### src/rtl/vector_stream_feeder.sv
// vector_stream_feeder: paced operand reader feeding paired N-lane vectors to the multiplier
// Ports:
//   clk, rstn                   clock, asynchronous active-low reset
//   start, hold                 launch request (IDLE only), issue stall
//   base_addr0/1, len           first addresses and beat count, latched at start
//   mem0/1_rd_en, mem0/1_addr   read strobes and addresses to the operand memories
//   mem0/1_rd_data              read data, valid RD_LAT cycles after the strobe
//   out0, out1                  operand vectors, lane i at [i*bitwidth +: bitwidth]
//   out_valid, out_last         beat qualifier and final-beat tag
//   busy, done                  run in progress, one-cycle completion pulse
module vector_stream_feeder #(
    parameter int bitwidth = 16,
    parameter int N        = 8,
    parameter int ADDR_W   = 10,
    parameter int LEN_W    = 16,
    parameter int RD_LAT   = 1
) (
    input  logic                  clk,
    input  logic                  rstn,
    input  logic                  start,
    input  logic                  hold,
    input  logic [ADDR_W-1:0]     base_addr0,
    input  logic [ADDR_W-1:0]     base_addr1,
    input  logic [LEN_W-1:0]      len,
    output logic                  mem0_rd_en,
    output logic                  mem1_rd_en,
    output logic [ADDR_W-1:0]     mem0_addr,
    output logic [ADDR_W-1:0]     mem1_addr,
    input  logic [N*bitwidth-1:0] mem0_rd_data,
    input  logic [N*bitwidth-1:0] mem1_rd_data,
    output logic [N*bitwidth-1:0] out0,
    output logic [N*bitwidth-1:0] out1,
    output logic                  out_valid,
    output logic                  out_last,
    output logic                  busy,
    output logic                  done
);
    localparam logic [1:0] IDLE = 2'd0, ISSUE = 2'd1, DRAIN = 2'd2, FIN = 2'd3;
    logic [1:0]        state;
    logic [LEN_W-1:0]  len_r, cnt;
    logic [RD_LAT-1:0] vsr, lsr;
    logic              rd_en, final_issue;
    assign rd_en       = state == ISSUE && !hold;
    assign final_issue = rd_en && cnt == len_r - LEN_W'(1);
    assign mem0_rd_en  = rd_en;
    assign mem1_rd_en  = rd_en;
    // busy starts with the first actual issue (a start held off by hold is not busy yet)
    // and stays up through the out_last cycle, which coincides with FIN
    assign busy = (state == ISSUE && (cnt != '0 || !hold)) || state == DRAIN || out_last;
    always_ff @(posedge clk or negedge rstn) begin
        if (!rstn) begin
            state     <= IDLE;
            len_r     <= '0;
            cnt       <= '0;
            vsr       <= '0;
            lsr       <= '0;
            mem0_addr <= '0;
            mem1_addr <= '0;
            out0      <= '0;
            out1      <= '0;
            out_valid <= 1'b0;
            out_last  <= 1'b0;
            done      <= 1'b0;
        end else begin
            vsr       <= (vsr << 1) | RD_LAT'(rd_en);
            lsr       <= (lsr << 1) | RD_LAT'(final_issue);
            out_valid <= vsr[RD_LAT-1];
            out_last  <= lsr[RD_LAT-1];
            done      <= state == FIN;
            if (vsr[RD_LAT-1]) begin
                out0 <= mem0_rd_data;
                out1 <= mem1_rd_data;
            end
            if (rd_en) begin
                mem0_addr <= mem0_addr + 1'b1;
                mem1_addr <= mem1_addr + 1'b1;
                cnt       <= cnt + 1'b1;
            end
            if (state == IDLE && start) begin
                mem0_addr <= base_addr0;
                mem1_addr <= base_addr1;
                len_r     <= len;
                cnt       <= '0;
                state     <= len != '0 ? ISSUE : FIN;
            end else if (state == ISSUE && final_issue) begin
                state <= DRAIN;
            end else if (state == DRAIN && lsr[RD_LAT-1]) begin
                // last beat enters the output register now; done follows it by one cycle
                state <= FIN;
            end else if (state == FIN) begin
                state <= IDLE;
            end
        end
    end
endmodule

### config.mk
export PLATFORM = sky130hd
export DESIGN_NAME = vector_stream_feeder
export DESIGN_NICKNAME = d
export VERILOG_FILES = /design/src/rtl/vector_stream_feeder.sv
export SDC_FILE = /design/constraint.sdc
export NUM_CORES = 1
export LEC_CHECK = 0
export ABC_AREA = 1
export CAP_MARGIN = 20
export CORE_AREA = 2 2 223 225
export DETAILED_ROUTE_END_ITERATION = 8
export DIE_AREA = 0 0 225 227
export DONT_BUFFER_PORTS = 1
export PLACE_DENSITY = 0.37
export SYNTH_ARGS = -nofsm -noshare
export SYNTH_HDL_FRONTEND = slang
export SYNTH_SLANG_ARGS = --single-unit
### constraint.sdc
create_clock -name clk -period 2.1 [get_ports clk]
set_input_delay 0.42 -clock clk [delete_from_list [all_inputs] [get_ports clk]]
set_output_delay 0.42 -clock clk [all_outputs]
set_load 0.01 [all_outputs]
==> impl_results.md <==
- Status: finished with violations
- Failing checks: negative hold slack, negative setup slack
- Setup slack at placement: between 0.09 and 0.1 ns
- Layout cells sized above 1: 0.278
- Minimum clock period: around 2.2 ns
- P&R area growth vs syn: 33.8%
- WHS: -0.428 ns
- Clock slew at reported path FFs: roughly 0.060 ns
- Req. time, crit path: ~1.7 ns
- Vias/cell: 4.55
- Tot GR Track Use: 0.163
- Initial drt markers: 304
- Htree depth: 2
- Final Cycle Share: 1.04
- Clock tree buffer depth: 3
- Initial Util: 0.269
- Largest net degree at the start of global routing: 316
- Ports: between 500 and 600
- Drc violations: 0
- WL/cell: 22.6 µm
- Type of the worst min-delay path: primary input to async pin
- Synth area leaders: dfrtp_1 60%, mux2_2 22%, nand2_1 3.5%
- Total wire length: about 44000 µm
- Mapped Area: 13100 µm²
- Via count: 8820
- Max Cap Viol: 0
- Placer Congestion: ~0.8
- PD cells: around 750 nW/µm²
- Yosys cell types: 38
- Max Clock Skew: 0.0252 ns
- Worst Path Arrival: between 1.5 and 2 ns
- Non-Filler Instances: between 1500 and 2000
- R2R Setup Slk: 0.25 ns
- Worst R2R End: state[0]$_DFFE_PN0P_
- Worst slew pin tran: between 0.7 and 0.8 ns
- Net Sw Frac: 0.215
- Critical path launch point: cnt[10]$_DFFE_PN0P_
- Row cnt: 81
- Worst-Skew Late Latency: approximately 0.55 ns
- Synthesis-stage register bit count: approximately 320
- Drt first pass iters: 4
- GRT overflow: 0
- Antenna violations before repair: 5
- Clock network power share: 0.508
- Final instance area: 17500 µm²
- Synth Net Count: around 1300
- TritonCTS buffer count: 39
- CP Max Fanout: 6
- Synth warnings: 0
- Final Hold Viols: ~320
- Setup violators final: 1
- CTS tree: yes
- Die X: about 230 µm
- Setup TNS: -0.0910 ns
- Internal power: 10300 µW
- Max-slew violation count: 0
- Core Box Area: about 49000 µm²
- Yosys top cell area share: 0.604
- Number of global-route vias before repair: approximately 9400
- Average size of a mapped cell: 12.6 µm²
- Worst setup path end: busy
- Worst Setup Path Type: register to output pin
- Worst relative slew slack: 0.487
- Worst setup SP type: register
- HPWL after DPL: 32100 µm
- Placed Area: between 10000 and 15000 µm²
- Psw: ~2800 µW
- Hold-fix buffers at CTS: about 230
- RSZ-0062 raised after global routing: yes
- # clock sinks: 315
- Root buf cell: clkbuf_16
- Inst Count DP: about 1600
- Nets: roughly 1600
- Synth Instances: approximately 1000
- Reg2reg path depth: 13
- Leak: approximately 0.0085 µW
- Final WS setup: -0.0910 ns
- Largest area contributor in the netlist: dfrtp_1
- Full die area: between 50000 and 60000 µm²
- First-pass GRT wire length: between 60000 and 70000 µm
- Post-CTS Setup Inserts: 0
- Register area share after synthesis: 0.604
- Die Y: 227 µm
- VDD IR-drop max: about 0.40 mV
- Remaining antenna violation count after routing: 0
- Fmax achieved: roughly 460 MHz
- Logic gate share of total power: 0.030
- Reg power frac: 0.462
- CP endpoint kind: output pin
- RR Startpoint: len_r[0]$_DFFE_PN0P_
- IO Port Bufs: 0
==> cells in the final DEF, fill, tap and decap left out, drive strengths merged, types with 11 or more instances in the layout <==
cell and count:
mux2 256, dfrtp 315, nand2 125, nand4 13, o21ai 40, nor2 65
a21oi 14, clkinv 11, buf 20, inv 66, nor3 15, xor2 15
clkbuf 58, dlygate4sd3 225, nand3 27
==> flip-flops by register name, indices dropped and copies added, names as in the netlist <==
register   flops
out_last       1
len_r         16
lsr            1
state          2
mem1_addr     10
out1         128
mem0_addr     10
out0         128
cnt           16
out_valid      1
done           1
vsr            1
==> critical path, stage by stage (launching register included) <==
cell and delay (ns):
dfrtp_1 0.45, inv_1 0.17, nand4_1 0.17, nor4_2 0.31, o21ai_2 0.12
==> cell type report <==
| type | count | area [µm²] |
|---|---|---|
| diodes | 4 | 10.0 |
| clock buffers | 58 | 1160 |
| clock inverters | 14 | 116 |
| fillers | 4711 | 31100 |
| inverters | 65 | 245 |
| multi-input cells | 616 | 4770 |
| flip-flops and latches | 315 | 7890 |
| well taps | 622 | 778 |
| repair buffers | 245 | 2510 |
==> power groups by stage <==
stage / Combinational [µW] / Clock, µW / Sequential (µW)
3_5_place_dp: 18.7 / 0 / 6180
2_1_floorplan: 11.3 / 0 / 6180
6_report: 389 / 6680 / 6070
4_1_cts: 390 / 6910 / 6070
3_3_place_gp: 19.0 / 0 / 6180
5_1_grt: 409 / 7170 / 6070
==> layer usage <==
metal | GRT usage | vias to the layer above | part of all wire
met5 | 0 | - | 0.00030
li1 | - | 4071 | -
met2 | 0.294 | 338 | 0.52
met4 | 0.0598 | 2 | 0.034
met3 | 0.0525 | 80 | 0.078
met1 | 0.179 | 4329 | 0.37
==> cell usage after synthesis, drive strengths merged <==
master,number
a211oi,9
a21oi,14
a221oi,1
a311oi,1
a31o,1
a31oi,6
and2,1
buf,33
clkbuf,9
clkinv,1
dfrtp,315
ha,5
inv,64
mux2,256
nand2,125
nand3,27
nand3b,7
nand4,13
nor2,65
nor3,15
nor4,4
o211ai,6
o21ai,40
o22ai,3
xnor2,2
xor2,15
==> repair_timing <==
item                                    4_1_cts  5_1_grt
pin swaps                                     0        1
hold endpoints to repair                    540      315
resized for setup                             1       12
endpoints found under the setup margin        1        5
==> logic make-up (layout without fill, tap and decap cells) <==
kind of cell,count (synthesis),count (layout),synth area share
AO/OA/AOI/OAI,81,81,0.0356
XOR/XNOR,17,17,0.0114
adder cells (fa/ha/maj),5,5,0.00479
buffers and inverters,107,382,0.0340
flip-flops,315,315,0.604
multiplexers,256,256,0.221
other,0,4,0
AND/OR/NAND/NOR,257,257,0.0896
==> how the worst min path moves through the flow <==
stage	start	to	slack (ns)	cells past startpoint
after floorplan	rstn	cnt[0]$_DFFE_PN0P_	0.12	0
after global placement	rstn	cnt[10]$_DFFE_PN0P_	0.14	0
after detailed placement	rstn	len_r[15]$_DFFE_PN0P_	0.15	0
after CTS	rstn	len_r[15]$_DFFE_PN0P_	-0.46	0
after global routing	rstn	len_r[14]$_DFFE_PN0P_	-0.47	0
final	rstn	len_r[14]$_DFFE_PN0P_	-0.43	0
==> per-stage QoR <==
stage	util	hold slack [ns]	power, µW
after floorplan	-	0.124	6190
final	0.360	-0.428	13100
after global routing	0.360	-0.471	13600
after CTS	0.359	-0.462	13400
after detailed placement	0.286	0.146	6200
after global placement	0.286	0.140	6200
Note: power is estimated with default switching activity, not from simulation.
